[src/rtl/dmem_arbiter_if.sv]
// Bus bundle between the data-memory arbiter, its two requesters and the
// single-port memory. The arbiter uses the slave view; whatever sits on the
// other side (CPU, bitmap fetch engine, memory) uses the master view.
interface dmem_arbiter_if #(
  parameter int AW = 16,
  parameter int DW = 16
);
  // CPU load/store path
  logic          cpu_req;
  logic          cpu_we;
  logic [AW-1:0] cpu_addr;
  logic [DW-1:0] cpu_wdata;
  logic          cpu_gnt;
  logic          cpu_rvalid;
  logic [DW-1:0] cpu_rdata;
  logic          cpu_stall;

  // Bitmap fetch engine (read-only)
  logic          bm_req;
  logic [AW-1:0] bm_addr;
  logic          bm_gnt;
  logic          bm_rvalid;
  logic [DW-1:0] bm_rdata;

  // Single-port memory
  logic          mem_en;
  logic          mem_we;
  logic [AW-1:0] mem_addr;
  logic [DW-1:0] mem_wdata;
  logic [DW-1:0] mem_rdata;

  modport slave (
    input  cpu_req, cpu_we, cpu_addr, cpu_wdata,
    output cpu_gnt, cpu_rvalid, cpu_rdata, cpu_stall,
    input  bm_req, bm_addr,
    output bm_gnt, bm_rvalid, bm_rdata,
    output mem_en, mem_we, mem_addr, mem_wdata,
    input  mem_rdata
  );

  modport master (
    output cpu_req, cpu_we, cpu_addr, cpu_wdata,
    input  cpu_gnt, cpu_rvalid, cpu_rdata, cpu_stall,
    output bm_req, bm_addr,
    input  bm_gnt, bm_rvalid, bm_rdata,
    input  mem_en, mem_we, mem_addr, mem_wdata,
    output mem_rdata
  );
endinterface

[src/rtl/dmem_arbiter.sv]
// Data-memory sequencer/arbiter. Picks one of CPU or bitmap fetch in IDLE,
// issues the access for one cycle, waits out the read latency, and returns
// the read data to the winner. A starvation counter lets the bitmap fetch
// through after STARVE_MAX consecutive CPU wins while it was waiting.
module dmem_arbiter #(
  parameter int AW         = 16,
  parameter int DW         = 16,
  parameter int RD_LAT     = 1,
  parameter int STARVE_MAX = 4
) (
  input  logic           clk,
  input  logic           rst,
  dmem_arbiter_if.slave  bus
);

  typedef enum logic [1:0] {
    IDLE  = 2'd0,
    ISSUE = 2'd1,
    WAIT  = 2'd2,
    RESP  = 2'd3
  } state_t;

  localparam logic [3:0] STARVE_LIMIT = 4'(STARVE_MAX);
  localparam logic [2:0] LAT_LOAD     = 3'(RD_LAT);

  state_t        state;
  logic          ownerBm;
  logic [3:0]    starveCnt;
  logic [2:0]    latCnt;

  logic          cpuGnt;
  logic          bmGnt;
  logic          cpuRvalid;
  logic          bmRvalid;
  logic [DW-1:0] cpuRdata;
  logic [DW-1:0] bmRdata;
  logic          memEn;
  logic          memWe;
  logic [AW-1:0] memAddr;
  logic [DW-1:0] memWdata;

  logic          cpuWins;

  // CPU has priority unless bm is also asking and has hit its starvation limit.
  always_comb begin
    cpuWins = bus.cpu_req && !(bus.bm_req && (starveCnt == STARVE_LIMIT));
  end

  // Arbitration FSM; all bus-facing outputs are registered here.
  always_ff @(posedge clk) begin
    if (rst) begin
      state     <= IDLE;
      ownerBm   <= 1'b0;
      starveCnt <= 4'd0;
      latCnt    <= 3'd0;
      cpuGnt    <= 1'b0;
      bmGnt     <= 1'b0;
      cpuRvalid <= 1'b0;
      bmRvalid  <= 1'b0;
      cpuRdata  <= '0;
      bmRdata   <= '0;
      memEn     <= 1'b0;
      memWe     <= 1'b0;
      memAddr   <= '0;
      memWdata  <= '0;
    end else begin
      // Pulses default low; memory address/data deliberately hold.
      cpuGnt    <= 1'b0;
      bmGnt     <= 1'b0;
      cpuRvalid <= 1'b0;
      bmRvalid  <= 1'b0;
      memEn     <= 1'b0;
      memWe     <= 1'b0;

      case (state)
        IDLE: begin
          if (!bus.bm_req) begin
            starveCnt <= 4'd0;
          end
          if (cpuWins) begin
            ownerBm  <= 1'b0;
            cpuGnt   <= 1'b1;
            memEn    <= 1'b1;
            memWe    <= bus.cpu_we;
            memAddr  <= bus.cpu_addr;
            memWdata <= bus.cpu_wdata;
            state    <= ISSUE;
            if (bus.bm_req && (starveCnt < STARVE_LIMIT)) begin
              starveCnt <= starveCnt + 4'd1;
            end
          end else if (bus.bm_req) begin
            ownerBm   <= 1'b1;
            bmGnt     <= 1'b1;
            memEn     <= 1'b1;
            memWe     <= 1'b0;
            memAddr   <= bus.bm_addr;
            starveCnt <= 4'd0;
            state     <= ISSUE;
          end
        end

        ISSUE: begin
          // memWe still reflects the latched direction during ISSUE.
          if (memWe) begin
            state <= IDLE;
          end else begin
            // Loaded with the full latency so the capture in WAIT lands
            // exactly RD_LAT cycles after the mem_en cycle.
            latCnt <= LAT_LOAD;
            state  <= WAIT;
          end
        end

        WAIT: begin
          if (latCnt == 3'd1) begin
            latCnt <= 3'd0;
            state  <= RESP;
            if (ownerBm) begin
              bmRdata  <= bus.mem_rdata;
              bmRvalid <= 1'b1;
            end else begin
              cpuRdata  <= bus.mem_rdata;
              cpuRvalid <= 1'b1;
            end
          end else begin
            latCnt <= latCnt - 3'd1;
          end
        end

        RESP: begin
          state <= IDLE;
        end

        default: begin
          state <= IDLE;
        end
      endcase
    end
  end

  assign bus.cpu_gnt    = cpuGnt;
  assign bus.cpu_rvalid = cpuRvalid;
  assign bus.cpu_rdata  = cpuRdata;
  assign bus.bm_gnt     = bmGnt;
  assign bus.bm_rvalid  = bmRvalid;
  assign bus.bm_rdata   = bmRdata;
  assign bus.mem_en     = memEn;
  assign bus.mem_we     = memWe;
  assign bus.mem_addr   = memAddr;
  assign bus.mem_wdata  = memWdata;

  // Stall drops the cycle a store is granted or load data comes back.
  assign bus.cpu_stall  = bus.cpu_req & ~(cpuGnt & bus.cpu_we) & ~cpuRvalid;

endmodule

[src/flat_wrapper.sv]
// flat-port wrapper written by rule: the top's interface ports become plain ports
module dmem_arbiter_flat 
#(
  parameter int AW         = 16,
  parameter int DW         = 16,
  parameter int RD_LAT     = 1,
  parameter int STARVE_MAX = 4
)
  (clk, rst, bus_cpu_req, bus_cpu_we, bus_cpu_addr, bus_cpu_wdata, bus_cpu_gnt, bus_cpu_rvalid, bus_cpu_rdata, bus_cpu_stall, bus_bm_req, bus_bm_addr, bus_bm_gnt, bus_bm_rvalid, bus_bm_rdata, bus_mem_en, bus_mem_we, bus_mem_addr, bus_mem_wdata, bus_mem_rdata);
  dmem_arbiter_if #(.AW(AW), .DW(DW)) bus_i ();
  input  logic clk;
  input  logic rst;
  input wire logic [$bits(bus_i.cpu_req)-1:0] bus_cpu_req;
  input wire logic [$bits(bus_i.cpu_we)-1:0] bus_cpu_we;
  input wire logic [$bits(bus_i.cpu_addr)-1:0] bus_cpu_addr;
  input wire logic [$bits(bus_i.cpu_wdata)-1:0] bus_cpu_wdata;
  output wire logic [$bits(bus_i.cpu_gnt)-1:0] bus_cpu_gnt;
  output wire logic [$bits(bus_i.cpu_rvalid)-1:0] bus_cpu_rvalid;
  output wire logic [$bits(bus_i.cpu_rdata)-1:0] bus_cpu_rdata;
  output wire logic [$bits(bus_i.cpu_stall)-1:0] bus_cpu_stall;
  input wire logic [$bits(bus_i.bm_req)-1:0] bus_bm_req;
  input wire logic [$bits(bus_i.bm_addr)-1:0] bus_bm_addr;
  output wire logic [$bits(bus_i.bm_gnt)-1:0] bus_bm_gnt;
  output wire logic [$bits(bus_i.bm_rvalid)-1:0] bus_bm_rvalid;
  output wire logic [$bits(bus_i.bm_rdata)-1:0] bus_bm_rdata;
  output wire logic [$bits(bus_i.mem_en)-1:0] bus_mem_en;
  output wire logic [$bits(bus_i.mem_we)-1:0] bus_mem_we;
  output wire logic [$bits(bus_i.mem_addr)-1:0] bus_mem_addr;
  output wire logic [$bits(bus_i.mem_wdata)-1:0] bus_mem_wdata;
  input wire logic [$bits(bus_i.mem_rdata)-1:0] bus_mem_rdata;
  assign bus_i.cpu_req = bus_cpu_req;
  assign bus_i.cpu_we = bus_cpu_we;
  assign bus_i.cpu_addr = bus_cpu_addr;
  assign bus_i.cpu_wdata = bus_cpu_wdata;
  assign bus_cpu_gnt = bus_i.cpu_gnt;
  assign bus_cpu_rvalid = bus_i.cpu_rvalid;
  assign bus_cpu_rdata = bus_i.cpu_rdata;
  assign bus_cpu_stall = bus_i.cpu_stall;
  assign bus_i.bm_req = bus_bm_req;
  assign bus_i.bm_addr = bus_bm_addr;
  assign bus_bm_gnt = bus_i.bm_gnt;
  assign bus_bm_rvalid = bus_i.bm_rvalid;
  assign bus_bm_rdata = bus_i.bm_rdata;
  assign bus_mem_en = bus_i.mem_en;
  assign bus_mem_we = bus_i.mem_we;
  assign bus_mem_addr = bus_i.mem_addr;
  assign bus_mem_wdata = bus_i.mem_wdata;
  assign bus_i.mem_rdata = bus_mem_rdata;
  dmem_arbiter #(.AW(AW), .DW(DW), .RD_LAT(RD_LAT), .STARVE_MAX(STARVE_MAX)) u_core (.clk(clk), .rst(rst), .bus(bus_i));
endmodule
[config.mk]
export PLATFORM = sky130hd
export DESIGN_NAME = dmem_arbiter_flat
export DESIGN_NICKNAME = d
export VERILOG_FILES = /design/src/rtl/dmem_arbiter_if.sv /design/src/rtl/dmem_arbiter.sv /design/src/flat_wrapper.sv
export SDC_FILE = /design/constraint.sdc
export NUM_CORES = 1
export LEC_CHECK = 0
export BUFFER_PORTS_ARGS = -buffer_cell sky130_fd_sc_hd__buf_2
export CAP_MARGIN = 10
export CORE_ASPECT_RATIO = 0.6
export CORE_MARGIN = 4
export CORE_UTILIZATION = 42
export CTS_CLUSTER_DIAMETER = 120
export CTS_CLUSTER_SIZE = 24
export DETAILED_ROUTE_END_ITERATION = 8
export PLACE_DENSITY = 0.78
export SLEW_MARGIN = 20
export SYNTH_ARGS = -nofsm -noshare
export SYNTH_HDL_FRONTEND = slang
export SYNTH_SLANG_ARGS = --single-unit
[constraint.sdc]
create_clock -name clk -period 1.6 [get_ports clk]
set_clock_uncertainty 0.05 [all_clocks]
set_input_delay 0.24 -clock clk [delete_from_list [all_inputs] [get_ports clk]]
set_output_delay 0.24 -clock clk [all_outputs]
set_load 0.05 [all_outputs]
==> results.json, run 1 <==
{
  "core_um2": 7300,
  "slew_headroom_pct": 70.0,
  "ys_seq_area_share_pct": 50.6,
  "clock_latency_ns": 0.32,
  "hp-start": "bus_cpu_wdata[15]",
  "slew_violations": 0,
  "ios": 140,
  "hp-class": "input port to register",
  "hold_path_depth": 3,
  "gr-usage-all-layers_pct": 18.4,
  "syn_inst": 380,
  "drv_cap": 0,
  "setup_violations": 0,
  "fin_setup_tns_ns": 0,
  "fmax_mhz": 655,
  "worstMarginPinSlew_ns": 0.449,
  "vias_per_cell": 4.90,
  "layout.nets": 595,
  "globalRouteMet1Util_pct": 20.7,
  "drive_gt1_share_pct": 36.6,
  "grt_max_degree": 30,
  "use_met3_pct": 6.91,
  "grt_pass1_wl_um": 13300,
  "finalWirelength_um": 8410,
  "place_ws_ns": 0.0319,
  "die_y_um": 75.2,
  "synth_area_per_cell_um2": 8.33,
  "r2r-end": "u_core.bus.mem_addr[9]$_SDFFE_PP0P_",
  "finalCritPeriodShare_pct": 95.4,
  "startpoint_type": "register",
  "power_uw": 5860,
  "worst_slack_ns": 0.0744,
  "critPathArrivalTime_ns": 1.71,
  "syn_nets": 453,
  "synth_cell_types": 36,
  "holdPathEnd": "u_core.bus.mem_wdata[15]$_SDFFE_PP0P_",
  "vias": 3090,
  "leakage_uw": 0.00200,
  "synth.cell_area_um2": 3160,
  "use_met2_pct": 33.3,
  "ys_warn_count": 0,
  "grt_pass1_vias": 3028,
  "start_util_pct": 43.4,
  "die-area_um2": 9030,
  "gp_congestion": 0.787,
  "overflow": 0,
  "drt_iter0_drc": 163,
  "grt_antenna_before_repair": 0,
  "rsz0062_at_grt": "false",
  "hold_violations": 0,
  "synth-seq-cells": 80,
  "cts_tree": "yes",
  "clkSinkCount": 80,
  "vdd_drop_max_mv": 0.733,
  "crit_type": "register to register",
  "cp_max_fo": 17,
  "clkSlewWorstSetupHoldPaths_ns": 0.06,
  "end_kind": "register",
  "r2r_cells": 7,
  "crit_required_ns": 1.78,
  "routedWlPerCell_um": 13.3,
  "fin_crit_ns": 1.53,
  "crit_start": "u_core.starveCnt[1]$_SDFFE_PP0N_",
  "status": "finished clean",
  "rows": 24,
  "reg2reg_from": "u_core.starveCnt[1]$_SDFFE_PP0N_",
  "cts_root_buf": "clkbuf_16",
  "numCtsBuffers": 9,
  "power_density_nw_per_um2": 1320,
  "ant_nets": 0,
  "dp_hpwl_um": 6220,
  "r2r_slack_ns": 0.07,
  "cts_buffer_depth": 2,
  "cts_max_level": 3,
  "area_delta_synth_final_pct": 40.4,
  "drt_first_pass_iters": 4,
  "grt_busiest_layer": "met2",
  "die_width_um": 120,
  "port-buffer-count": 139,
  "num_antenna_cells": 0,
  "drc": 0
}
## layout by cell type, fill, tap and decap left out, drive strengths merged, types with 3 or more instances in the layout
cell type	Yosys	layout
nand2	134	134
a211oi	3	3
clkbuf	12	11
dfxtp	80	80
a311oi	16	16
nor2	28	28
bufinv	0	4
nand2b	3	3
buf	14	157
inv	6	6
a21oi	52	52
ha	4	4
nor3	6	6
## synth_stat cells, drive strengths merged
master / instances / share of area (%)
nand2: 134 / 16
dfxtp: 80 / 51
a21oi: 52 / 8.2
nor2: 28 / 3.8
a311oi: 16 / 7.0
buf: 14 / 3.4
clkbuf: 12 / 1.5
inv: 6 / 0.71
nor3: 6 / 0.95
ha: 4 / 1.6
a211oi: 3 / 0.71
nand2b: 3 / 0.59
a31oi: 2 / 0.40
and2: 2 / 0.40
and3: 2 / 0.40
nand3: 2 / 0.32
nand4b: 2 / 0.55
a2111oi: 1 / 0.28
and4: 1 / 0.28
and4b: 1 / 0.32
nand3b: 1 / 0.24
nand4: 1 / 0.20
nor2b: 1 / 0.20
nor3b: 1 / 0.24
nor4: 1 / 0.40
o21ai: 1 / 0.16
o31ai: 1 / 0.24
or2: 1 / 0.20
or3: 1 / 0.20
## cell families after synthesis
group	share of synthesized area, %
AOI/OAI and AO/OA	17.0
adders and majority gates	1.58
DFF	50.6
buffers and inverters	5.61
and+or+nand+nor	25.2
## routing by layer
| layer | vias up | routed length [µm] |
|---|---|---|
| met1 | 1442 | 3560 |
| met2 | 93 | 4070 |
| met5 | - | 0 |
| met4 | 0 | 85 |
| li1 | 1547 | - |
| met3 | 8 | 694 |
## registers in the layout (all words and copies together), names as in the netlist, 3 cells and up, named ones only
register / count
u_core.bus.mem_addr: 16
u_core.bus.mem_wdata: 16
u_core.bus.cpu_rdata: 16
u_core.bus.bm_rdata: 16
u_core.starveCnt: 4
u_core.latCnt: 3
## power by group
part           internal, µW  total, µW  switching, µW
combinational           394       1220            830
clock                  1690       2440            756
sequential             2130       2200           68.8
total                  4210       5860           1650
## worst max path at each step
stage                                                end  slack, ns  depth (start not counted)
floorplan           u_core.bus.mem_addr[10]$_SDFFE_PP0P_       0.02                          8
global placement     u_core.bus.mem_addr[8]$_SDFFE_PP0P_       0.12                          7
detailed placement   u_core.bus.mem_addr[9]$_SDFFE_PP0P_       0.03                          7
CTS                  u_core.bus.mem_addr[9]$_SDFFE_PP0P_      0.008                          7
global route         u_core.bus.mem_addr[3]$_SDFFE_PP0P_      0.007                          7
finish               u_core.bus.mem_addr[9]$_SDFFE_PP0P_       0.07                          7
## per-stage QoR
| step | hold slack [ns] | cells | util [%] | cell area, µm² |
|---|---|---|---|---|
| after global routing | 0.0988 | 631 | 60.9 | 4440 |
| after CTS | 0.0866 | 631 | 60.5 | 4410 |
| after floorplan | 0.326 | 380 | - | 3170 |
| after global placement | 0.388 | 615 | 55.5 | 4050 |
| after detailed placement | 0.395 | 615 | 55.5 | 4050 |
| final | 0.101 | 631 | 60.9 | 4440 |
## final cells by class
class                      count  area (µm²)
fill                         670        2850
sequential                    80        1600
multi-input combinational    268        1420
timing repair buffer         157         906
clock buffer                  11         233
tap                          104         130
clock inverter                 5         129
inverter                       6        22.5
## what timing repair did
action | 4_1_cts | 5_1_grt
resized for setup | 0 | 7
setup buffers | 0 | 0
endpoints found under the setup margin | 0 | 16
hold buffers | 0 | 0
## worst max-delay path, cell delays in order, from the launching register on
cell and delay [ns]:
dfxtp_2 0.33, inv_1 0.08, ha_4 0.17, nand4b_1 0.15
and2_4 0.18, buf_12 0.13, nand2_1 0.07, a311oi_2 0.27
Power figures use the tool's default switching activity.
==> inputs of run 2 (changes only) <==
--- a/config.mk
+++ b/config.mk
@@ -14,6 +14,7 @@
 export CTS_CLUSTER_SIZE = 24
 export DETAILED_ROUTE_END_ITERATION = 8
 export PLACE_DENSITY = 0.78
+export SETUP_SLACK_MARGIN = 0.5
 export SLEW_MARGIN = 20
 export SYNTH_ARGS = -nofsm -noshare
 export SYNTH_HDL_FRONTEND = slang
==> constraint.sdc (replaced) <==
create_clock -name clk -period 1.6 [get_ports clk]
set_clock_uncertainty 0.05 [all_clocks]
set_input_delay 0.16 -clock clk [delete_from_list [all_inputs] [get_ports clk]]
set_output_delay 0.16 -clock clk [all_outputs]
set_load 0.05 [all_outputs]
==> run 2 against run 1 <==
Die area stayed put. Fmax fell by 4.2%. Worst setup slack lost 0.066 ns. Combinational power rose by 34%. Total power grew 3.5%. Via count is 8.9% higher. Final cell count increased by 2.5%. Non-clock buffer count increased by 16. Sequential power grew 2%. Largest power group is now sequential cells. Utilization rose by 16 points. First-iteration DRC count rose by 10%. Highest routed layer unchanged. Critical path depth grew 2.
==> results.json, run 2 (synthesis gave the netlist of run 1 again) <==
{
  "start_util_pct": 43.4,
  "rows": 24,
  "layout.nets": 611,
  "fin_crit_ns": 1.59,
  "die_y_um": 75.2,
  "crit_type": "register to register",
  "clkSlewWorstSetupHoldPaths_ns": 0.06,
  "crit_path_frequent_cell": "buf_6",
  "die_width_um": 120,
  "drc": 0,
  "numCtsBuffers": 9,
  "slew_violations": 0,
  "cp_max_fo": 8,
  "final_util_pct": 76.9,
  "reg2reg_from": "u_core.starveCnt[0]$_SDFFE_PP0N_",
  "overflow": 0,
  "ant_nets": 0,
  "fmax_mhz": 628,
  "area_delta_synth_final_pct": 77.4,
  "slew_headroom_pct": 65.1,
  "r2r_cells": 9,
  "drt_first_pass_iters": 4,
  "grt_pass1_wl_um": 14700,
  "num_antenna_cells": 0,
  "crit_chain": "inv_2 -> ha_4 -> nand4b_1 -> buf_6 -> buf_6 -> and2_4 -> buf_16 -> nand2_4 -> a21oi_2",
  "gp_congestion": 0.838,
  "final_cell_mix": "nand2_1 (72), buf_2 (68), dfxtp_1 (61), buf_6 (58), a21oi_2 (42)",
  "clock_latency_ns": 0.33,
  "drv_cap": 0,
  "power_uw": 6060,
  "final_common_cell": "nand2_1",
  "port-buffer-count": 139,
  "routedWlPerCell_um": 16.5,
  "finalWirelength_um": 10700,
  "crit_required_ns": 1.80,
  "power_density_nw_per_um2": 1080,
  "vias": 3366,
  "cts_tree": "yes",
  "clkSinkCount": 80,
  "finalCritPeriodShare_pct": 99.5,
  "crit_start": "u_core.starveCnt[0]$_SDFFE_PP0N_",
  "vdd_drop_max_mv": 0.814,
  "critical_path.max_stage_delay_ns": 0.34,
  "end_kind": "register",
  "drive_gt1_share_pct": 65.2,
  "cts_buffer_depth": 2,
  "die-area_um2": 9030,
  "grt_max_degree": 38,
  "dp_hpwl_um": 6220,
  "hp-class": "input port to register",
  "worstMarginPinSlew_ns": 0.523,
  "cts_max_level": 3,
  "hold_buffers": 0,
  "critPathArrivalTime_ns": 1.80,
  "cts_root_buf": "clkbuf_16",
  "core_um2": 7300,
  "hp-start": "bus_cpu_wdata[7]",
  "setup_violations": 0,
  "hold_violations": 0,
  "gr-usage-all-layers_pct": 20.7,
  "status": "finished clean",
  "vias_per_cell": 5.20,
  "drt_iter0_drc": 180,
  "hold_path_depth": 3,
  "leakage_uw": 0.00240,
  "grt_antenna_before_repair": 0,
  "grt_pass1_vias": 3095,
  "startpoint_type": "register",
  "ios": 140,
  "cpMaxStageDelayCell": "dfxtp_2",
  "rsz0062_at_grt": "true"
}
-- run 2: final cells by class --
| type | instances | area (µm²) |
|---|---|---|
| clock inverter | 3 | 65.1 |
| sequential | 80 | 1630 |
| tap | 104 | 130 |
| inverter | 6 | 22.5 |
| timing repair buffer | 173 | 1520 |
| multi-input combinational | 268 | 2000 |
| fill | 477 | 1680 |
| clock buffer | 13 | 250 |
-- run 2: worst max-delay path: cells and delay by family, from the launching register on --
| family | cells | cell delay, ns |
|---|---|---|
| buffers and inverters | 4 | 0.43 |
| AND/OR/NAND/NOR | 3 | 0.38 |
| flip-flops | 1 | 0.34 |
| AO/OA/AOI/OAI | 1 | 0.16 |
| adder cells (fa/ha/maj) | 1 | 0.15 |
-- run 2: worst paths after layout --
kind	end	slack, ns
setup / recovery	u_core.bus.mem_wdata[5]$_SDFFE_PP0P_	0.008
hold reg to reg	u_core.bus.bm_rdata[9]$_SDFFE_PP0P_	0.41
hold / removal	u_core.bus.mem_wdata[7]$_SDFFE_PP0P_	0.02
setup reg to reg	u_core.bus.mem_wdata[5]$_SDFFE_PP0P_	0.008
-- run 2: stage by stage --
step                cell area, µm²  hold slack, ns  cells  setup WS [ns]  TNS [ns]
finish                        5610          0.0243    647        0.00818         0
CTS                           4920         0.00996    639         0.0912         0
global placement              4100           0.350    613          0.118         0
global route                  5610          0.0177    647        -0.0404   -0.0423
detailed placement            4100           0.360    613        0.00117         0
floorplan                     3350           0.246    380          0.151         0
-- run 2: timing repair --
item | CTS | global route
pin swaps | 49 | 35
gates resized for setup | 143 | 159
setup endpoints to repair | 147 | 128
buffers inserted | 6 | 5
gates cloned | 4 | 3
-- run 2: power by group --
group	total, µW	internal (µW)	switching (µW)
logic	1630	647	986
clock network	2190	1410	776
registers	2250	2140	110
total	6060	4190	1870
-- run 2: metal layers --
metal / wire length, µm / global-route usage [%] / vias to the layer above
met4: 89 / 5.84 / 0
met2: 5170 / 33.6 / 122
met3: 904 / 7.81 / 10
li1: - / - / 1586
met5: 0 / 0 / -
met1: 4490 / 26.2 / 1648
==> inputs of run 3 (changes only) <==
--- a/config.mk
+++ b/config.mk
@@ -7,7 +7,7 @@
 export LEC_CHECK = 0
 export BUFFER_PORTS_ARGS = -buffer_cell sky130_fd_sc_hd__buf_2
 export CAP_MARGIN = 10
-export CORE_ASPECT_RATIO = 0.6
+export CORE_ASPECT_RATIO = 0.7
 export CORE_MARGIN = 4
 export CORE_UTILIZATION = 42
 export CTS_CLUSTER_DIAMETER = 120
==> run 3 against run 2 <==
The flow now finishes with violations (hold timing, setup timing). Global-route usage rose by 4.4 points. Register-to-register slack worse by 0.07 ns. Design area is 19% higher. Combinational power up 29%. Wire length up 43%. Flip-flop and latch count is the same. Die area down 0.26%. Sequential power rose by 2%. Count of clock-buffer cells in the layout down 3. First-iteration DRC count up 47%. Worst setup slack got worse by 0.069 ns. Largest power group unchanged. Highest routed layer unchanged.
==> results.json, run 3 (synthesis gave the netlist of run 1 again) <==
{
  "status": "finished, violations left",
  "violations": "hold timing, setup timing",
  "rows": 26,
  "vias_per_cell": 5.53,
  "r2r_slack_ns": -0.06,
  "drive_gt1_share_pct": 78.0,
  "crit_end": "u_core.bus.mem_addr[2]$_SDFFE_PP0P_",
  "reg2reg_from": "u_core.starveCnt[1]$_SDFFE_PP0N_",
  "grt_pass1_wl_um": 17700,
  "fillers": 253,
  "multi_input_area_um2": 2310,
  "gr-usage-all-layers_pct": 25.0,
  "hold_violations": 2,
  "leakage_uw": 0.00291,
  "path_buf_inv": 3,
  "dp_hpwl_um": 6040,
  "clkSlewWorstSetupHoldPaths_ns": 0.08,
  "power_density_nw_per_um2": 913,
  "vdd_drop_max_mv": 0.684,
  "fmax_mhz": 602,
  "vias": 3813,
  "startpoint_type": "register",
  "crit_cells": 8,
  "num_antenna_cells": 0,
  "final_util_pct": 91.0,
  "setup_violations": 17,
  "cts_buffer_depth": 2,
  "r2r-end": "u_core.bus.mem_addr[2]$_SDFFE_PP0P_",
  "worstMarginPinSlew_ns": 0.592,
  "numCtsBuffers": 9,
  "crit_type": "register to register",
  "hold_ws_ns": -0.0162,
  "cts_max_level": 3,
  "core_um2": 7320,
  "hp-class": "input port to register",
  "gp_congestion": 0.811,
  "critical_path.max_stage_delay_ns": 0.35,
  "end_kind": "register",
  "worst_slack_ns": -0.0611,
  "fin_crit_ns": 1.66,
  "cts_tree": "yes",
  "drt_first_pass_iters": 5,
  "area_delta_synth_final_pct": 110,
  "grt_pass1_vias": 3567,
  "final_common_cell": "buf_2",
  "place_ws_ns": -0.100,
  "crit_chain": "inv_2 -> ha_4 -> nand4b_1 -> and2_4 -> buf_12 -> buf_16 -> nand2_4 -> a311oi_2",
  "crit_family": "simple AND/OR/NAND/NOR gates",
  "drv_cap": 0,
  "finalWirelength_um": 15300,
  "ios": 140,
  "clkSinkCount": 80,
  "r2r_cells": 8,
  "critPathArrivalTime_ns": 1.87,
  "routedWlPerCell_um": 22.1,
  "slew_headroom_pct": 60.4,
  "drc": 0,
  "ant_nets": 0,
  "start_util_pct": 43.2,
  "cp_max_fo": 4,
  "overflow": 0,
  "regArea_um2": 1740,
  "clock_latency_ns": 0.36,
  "finalCritPeriodShare_pct": 104,
  "rsz0062_at_grt": "true",
  "die-area_um2": 9010,
  "slew_violations": 0,
  "final_cell_mix": "buf_2 (68), nand2_1 (66), dfxtp_2 (56), nand2_4 (51), buf_6 (47)",
  "layout.nets": 661,
  "port-buffer-count": 139,
  "grt_max_degree": 35,
  "cpMaxStageDelayCell": "dfxtp_2",
  "crit_start": "u_core.starveCnt[1]$_SDFFE_PP0N_",
  "die_y_um": 80.6,
  "drt_iter0_drc": 264,
  "grt_antenna_before_repair": 0,
  "cts_root_buf": "clkbuf_8",
  "crit_required_ns": 1.81,
  "die_width_um": 112
}
## run 3: metrics by stage
step           power, µW  TNS [ns]  std cells  cell area, µm²  hold slack [ns]
6_report            6080    -0.406        690            6660          -0.0162
2_1_floorplan       3170         0        380            3350            0.246
4_1_cts             5550         0        662            5580         0.000299
5_1_grt             6270     -1.89        690            6660         -0.00927
3_5_place_dp        3440    -0.992        603            4050            0.362
3_3_place_gp        3410  -0.00317        603            4050            0.355
## run 3: worst min-delay path by stage
stage	startpoint	endpoint	slack, ns	cells past startpoint
final	bus_cpu_wdata[2]	u_core.bus.mem_wdata[2]$_SDFFE_PP0P_	-0.02	3
after CTS	bus_cpu_wdata[10]	u_core.bus.mem_wdata[10]$_SDFFE_PP0P_	0.0003	3
after floorplan	bus_mem_rdata[10]	u_core.bus.bm_rdata[10]$_SDFFE_PP0P_	0.25	2
after detailed placement	bus_cpu_wdata[6]	u_core.bus.mem_wdata[6]$_SDFFE_PP0P_	0.36	3
after global routing	bus_cpu_wdata[14]	u_core.bus.mem_wdata[14]$_SDFFE_PP0P_	-0.009	3
after global placement	bus_cpu_wdata[6]	u_core.bus.mem_wdata[6]$_SDFFE_PP0P_	0.36	3
## run 3: timing repair
action / 4_1_cts / 5_1_grt
gates cloned: 7 / 2
hold buffers: 22 / 2
endpoints found under the hold margin: 23 / 2
buffers inserted: 15 / 24
pin swaps: 71 / 73
gates resized for setup: 269 / 245
setup endpoints to repair: 147 / 143
## run 3: layout make-up
cell class	instances	area share [%]
Clock buffer	10	2.07
Clock inverter	5	1.22
Inverter	6	0.338
Multi-Input combinational cell	270	34.7
Sequential cell	80	26.1
Tap cell	98	1.84
Timing Repair Buffer	221	33.7
## run 3: power by group
group / internal, µW / switching, µW / total (µW) / leakage (µW)
combinational: 932 / 1180 / 2110 / 0.00211
sequential: 2140 / 146 / 2290 / 0.000690
clock: 913 / 767 / 1680 / 0.000108
## run 3: metal layers
metal / up-vias / GRT usage (%) / wire length, µm
li1: 1696 / - / -
met1: 1848 / 28.1 / 5760
met2: 208 / 45.2 / 7900
met3: 61 / 7.53 / 973
met4: 0 / 9.11 / 644
met5: - / 0 / 0
## run 3: worst register-to-register path, cell delays in order (launching register included)
cell	delay, ns
dfxtp_2	0.35
inv_2	0.06
ha_4	0.16
nand4b_1	0.16
and2_4	0.23
buf_12	0.11
buf_16	0.12
nand2_4	0.05
a311oi_2	0.27
